==> config.mk <==
export PLATFORM = sky130hd
export DESIGN_NAME = mem_bist
export DESIGN_NICKNAME = d
export VERILOG_FILES = /design/src/rtl/mem_bist.sv
export SDC_FILE = /design/constraint.sdc
export NUM_CORES = 1
export LEC_CHECK = 0
export ABC_CLOCK_PERIOD_IN_PS = 2100
export CAP_MARGIN = 20
export CORE_ASPECT_RATIO = 0.75
export CORE_MARGIN = 4
export CORE_UTILIZATION = 55
export CTS_BUF_LIST = sky130_fd_sc_hd__clkbuf_16
export DETAILED_ROUTE_END_ITERATION = 8
export DONT_BUFFER_PORTS = 1
export PLACE_DENSITY = 0.73
export SLEW_MARGIN = 20
export SYNTH_ARGS = -nofsm -noshare
export SYNTH_HDL_FRONTEND = slang
export SYNTH_SLANG_ARGS = --single-unit
==> constraint.sdc <==
create_clock -name clk -period 2.1 [get_ports clk]
set_input_delay 0.42 -clock clk [delete_from_list [all_inputs] [get_ports clk]]
set_output_delay 0.42 -clock clk [all_outputs]
set_load 0.005 [all_outputs]
==> src/rtl/mem_bist.sv <==
// March-style built-in self-test for a 2^AW x DW synchronous single-port memory.
// Four phases run back to back: write P0, read/compare P0, write P1 = ~P0,
// read/compare P1. P0(a) = seed_q ^ a, so every word differs from its
// neighbours and the inverted phase exercises every bit in both polarities.
//
// Handshake: start is a level sampled only while idle; the edge that sees
// start=1 in IDLE accepts it and captures seed. start at any other time is
// ignored (no restart, no queueing). done is a one-cycle pulse that marks
// the end of a test; pass/err_cnt/fail_addr stay valid until the next accept.
module mem_bist #(
  parameter int AW = 5,
  parameter int DW = 32
) (
  input  logic          clk,
  input  logic          reset_n,
  input  logic          start,
  input  logic [DW-1:0] seed,
  output logic          cen,
  output logic          wen,
  output logic [AW-1:0] addr,
  output logic [DW-1:0] din,
  input  logic [DW-1:0] dout,
  output logic          busy,
  output logic          done,
  output logic          pass,
  output logic [6:0]    err_cnt,
  output logic [AW-1:0] fail_addr
);

  typedef enum logic [2:0] {
    IDLE = 3'd0,
    WR0  = 3'd1,
    RD0  = 3'd2,
    WR1  = 3'd3,
    RD1  = 3'd4,
    FIN  = 3'd5
  } state_t;

  // state is kept as a named enum so checkers can bind to it directly
  state_t        state;
  state_t        state_d;
  logic [AW-1:0] addr_d;
  logic [DW-1:0] din_d;
  logic [DW-1:0] seed_q;
  logic [DW-1:0] seed_d;
  logic [DW-1:0] exp_data;
  logic          accept;
  logic          last_addr;
  logic          mismatch;
  logic          first_fail;

  // State register
  always_ff @(posedge clk) begin
    if (!reset_n) begin
      state <= IDLE;
    end else begin
      state <= state_d;
    end
  end

  // Next state, next address and next write data
  always_comb begin
    state_d   = state;
    addr_d    = '0;
    din_d     = '0;
    accept    = (state == IDLE) && start;
    last_addr = (addr == {AW{1'b1}});
    // the seed is not registered yet on the accepting edge, so use the input
    seed_d    = accept ? seed : seed_q;

    case (state)
      IDLE: if (start) state_d = WR0;
      WR0:  if (last_addr) state_d = RD0;
      RD0:  if (last_addr) state_d = WR1;
      WR1:  if (last_addr) state_d = RD1;
      RD1:  if (last_addr) state_d = FIN;
      FIN:  state_d = IDLE;
      default: state_d = IDLE;
    endcase

    // walk the address inside a phase; wrap to 0 when moving on
    if ((state == WR0 || state == RD0 || state == WR1 || state == RD1) && !last_addr) begin
      addr_d = addr + 1'b1;
    end

    if (state_d == WR0) begin
      din_d = seed_d ^ {{(DW-AW){1'b0}}, addr_d};
    end else if (state_d == WR1) begin
      din_d = ~(seed_d ^ {{(DW-AW){1'b0}}, addr_d});
    end
  end

  // Expected read data for the current address and read phase
  always_comb begin
    exp_data = seed_q ^ {{(DW-AW){1'b0}}, addr};
    if (state == RD1) begin
      exp_data = ~exp_data;
    end
    mismatch = ((state == RD0) || (state == RD1)) && (dout != exp_data);
  end

  // Registered memory port, status and result tracking
  always_ff @(posedge clk) begin
    if (!reset_n) begin
      cen        <= 1'b0;
      wen        <= 1'b0;
      addr       <= '0;
      din        <= '0;
      busy       <= 1'b0;
      done       <= 1'b0;
      pass       <= 1'b0;
      err_cnt    <= '0;
      fail_addr  <= '0;
      first_fail <= 1'b0;
      seed_q     <= '0;
    end else begin
      cen  <= (state_d == WR0) || (state_d == RD0) || (state_d == WR1) || (state_d == RD1);
      wen  <= (state_d == WR0) || (state_d == WR1);
      addr <= addr_d;
      din  <= din_d;
      busy <= (state_d != IDLE);
      done <= (state == FIN);

      if (accept) begin
        seed_q     <= seed;
        err_cnt    <= '0;
        fail_addr  <= '0;
        pass       <= 1'b0;
        first_fail <= 1'b0;
      end

      // at most 64 compares per test, so the 7-bit count cannot wrap
      if (mismatch) begin
        err_cnt <= err_cnt + 7'd1;
        if (!first_fail) begin
          fail_addr  <= addr;
          first_fail <= 1'b1;
        end
      end

      if (state == FIN) begin
        pass <= (err_cnt == 7'd0);
      end
    end
  end

endmodule

==> summary.txt <==
STA
  – Fin crit period: 2.186 ns
  – Worst-Margin Slew: 0.4452 ns
  – Post-layout worst setup margin: -0.08602 ns
  – RSZ-0062 raised after global routing: true
  – Fmax: 0.4575 GHz
  – Final setup viols: 13
  – Final Slew Violations: 0
  – Final period utilization: 104.1%
  – Hold Fails Final Rpt: 0
  – Clock Skew: 0.006353 ns
  – Max-Slew Margin vs Limit: 69.47%

Synth
  – Compound-cell area share of the yosys netlist: 5.295%
  – Area of the mapped netlist: 4111 um^2
  – Largest family of logic cells by synthesized area: simple AND/OR/NAND/NOR gates
  – Post-Synth XOR/XNOR Area: 16.83%
  – Number of flops mapped to enable cells by yosys: 0
  – Mux share of post-synthesis cell area: 9.495%
  – Syn avg cell area: 9.766 um^2
  – Sequential element share of the synthesized area: 43.82%
  – Main synth FF type: dfxtp_1
  – Post-Synth Simple-Gate Area: 20.30%
  – Synth Warn #: 0
  – Distinct cells, synth: 51
  – Adder-cell area share of the yosys netlist: 1.217%
  – Async set-reset flop share out of synthesis: 0%
  – FF+latch count, synth: 90
  – Gate Count Post-Synth: 421
  – Post-synthesis net count: 492

Die
  – FP Rows: 26
  – Die width: 107.8 um
  – IO Pins: 121
  – Initial Util: 58.51%
  – Die area: 8937 um^2
  – Die height: 82.88 um
  – Core Area: 7027 um^2

Route
  – Vias after detailed routing: 2996
  – Residual DRC count: 0
  – DRT iter0 DRCs: 129
  – Drt total wl: 10.21 mm
  – DRT antenna net count: 0
  – Via/cell ratio: 5.517
  – First-pass DRT Iterations: 4
  – WL/cell: 18.79 um

Place
  – # placed instances: 522
  – Area post-placement: 4434 um^2
  – Post-DP HPWL: 7.124 mm
  – Buffers on Ports: 0
  – Placer Congestion: 0.8598

Flow run
  – Max Cap Violations: 0

Clock tree
  – Worst-Skew Late Latency: 0.33 ns
  – H-tree level count: 3
  – Clock sinks: 90
  – Clock tree buffer depth: 2
  – CTS tree: built
  – Clock root buffer: clkbuf_16
  – CTS Buf Count: 9
  – Clock transition at path regs: 0.06 ns

Power and ir drop
  – Maximum VDD drop: 0.5486 mV
  – Sw Ratio: 21.88%
  – Net load switching power: 913.0 uW
  – Sequential share of power: 44.0%
  – Logic pwr share: 10.2%
  – Int Pwr: 3260 uW
  – PD cells: 843.0 nW/um^2
  – Final Total Pwr: 4173 uW
  – Clock Power Share: 45.8%
  – Leak: 0.001928 uW

Worst setup path
  – Arrival time at the worst endpoint: 2.42 ns
  – CP Class: reg2reg
  – Worst Path Max Fanout: 6
  – Worst setup SP type: register
  – Crit end category: register
  – Req. time, crit path: 2.33 ns

Finish
  – Non-filler cells in the finished layout: 543
  – Final core occ: 70.44%
  – N_diodes: 0
  – Commonest cells after routing, fill and taps aside: 84 x dfxtp_1, 46 x xor2_1, 41 x nor2_1
  – Final nets: 512
  – Share of cells above drive strength 1: 16.40%
  – Fillers: 531
  – Fin area: 4950 um^2
  – Area added between synthesis and finish: 20.39%
  – Most common cell after layout, fill and taps aside: dfxtp_1

Status
  – Outcome: finished, violations left
  – Violated checks: negative setup slack

GRT
  – GRT Util Overall: 21.89%
  – Initial antenna violation count: 0
  – Largest net degree at the start of global routing: 62
  – Number of global-route vias before repair: 3057
  – First-pass GRT wire length: 15.74 mm
  – GR Overflow Total: 0

Min path
  – Hold crit path type: in2reg
[cells in the mapped netlist, types with 7 or more instances]
cell type   n  area share (%)
buf_2       7            0.85
clkbuf_1   12             1.1
dfxtp_1    90              44
inv_1       9            0.82
mux2i_1    39             9.5
nand2_1    18             1.6
nand3_1    12             1.5
nand4_1     7             1.1
nor2_1     42             3.8
nor2b_1    35             5.3
xnor2_1    28             6.0
xor2_1     51              11
[metrics by stage]
step	setup TNS (ns)	worst slack, ns	hold slack [ns]
after floorplan	-0.08038	-0.006813	0.4628
after global placement	-1.786	-0.1870	0.4813
after detailed placement	-2.450	-0.2281	0.4930
after CTS	-0.8148	-0.1022	0.1858
after global routing	-2.174	-0.2027	0.1928
final	-0.6845	-0.08602	0.2072
[cell type report]
cell class,count,area (um^2),share of cell area [%]
Clock inverter,6,131.4,2.654
Timing Repair Buffer,29,311.5,6.294
Clock buffer,9,225.2,4.550
Tap cell,98,122.6,2.477
Multi-Input combinational cell,302,2316,46.79
Inverter,9,33.78,0.6825
Sequential cell,90,1809,36.55
[state kept, by name, summed over array words and instances (netlist names)]
signal	flops
state	3
addr	5
first_fail	1
din	32
busy	1
seed_q	32
pass	1
cen	1
done	1
wen	1
err_cnt	7
fail_addr	5
[worst paths after layout]
kind	start	end	slack (ns)	cells after the start
max	seed_q[18]	first_fail	-0.09	7
min	reset_n	state[0]	0.21	2
max reg2reg	seed_q[18]	first_fail	-0.09	7
min reg2reg	fail_addr[4]	fail_addr[4]	0.50	2
[power by group through the flow]
stage / logic, uW / registers (uW) / clock network (uW)
2_1_floorplan: 321 / 1860 / 0
3_3_place_gp: 399 / 1870 / 0
3_5_place_dp: 409 / 1870 / 0
4_1_cts: 416 / 1840 / 1930
5_1_grt: 467 / 1840 / 2010
6_report: 427 / 1840 / 1910
[what timing repair did]
| item | CTS | global route |
|---|---|---|
| gates resized for setup | 8 | 8 |
| gates cloned | 0 | 3 |
| hold buffers | 0 | 0 |
| buffers inserted | 0 | 4 |
| setup endpoints to repair | 13 | 46 |
| pin swaps | 2 | 7 |
[layer usage]
| layer | part of all wire, % | wire (um) | GRT usage [%] |
|---|---|---|---|
| met3 | 8.6 | 878 | 8.450 |
| met1 | 45 | 4609 | 29.25 |
| met2 | 45 | 4608 | 33.30 |
| met4 | 1.1 | 108 | 5.390 |
| met5 | 0 | 0 | 0 |
[critical path: stages, from the launching register on]
cell and delay (ns):
dfxtp_2 0.33, xor2_2 0.20, nand4_1 0.11, or4_4 0.51, a2111oi_4 0.34, and4_4 0.32, nor3_4 0.08, o21a_1 0.19
[cells by family after synthesis]
family | Yosys count
flip-flops | 90
multiplexers | 39
XOR/XNOR | 79
AO/OA/AOI/OAI | 30
AND/OR/NAND/NOR | 150
adder cells (fa/ha/maj) | 4
buffers and inverters | 29
(Power assumes the default switching activity.)
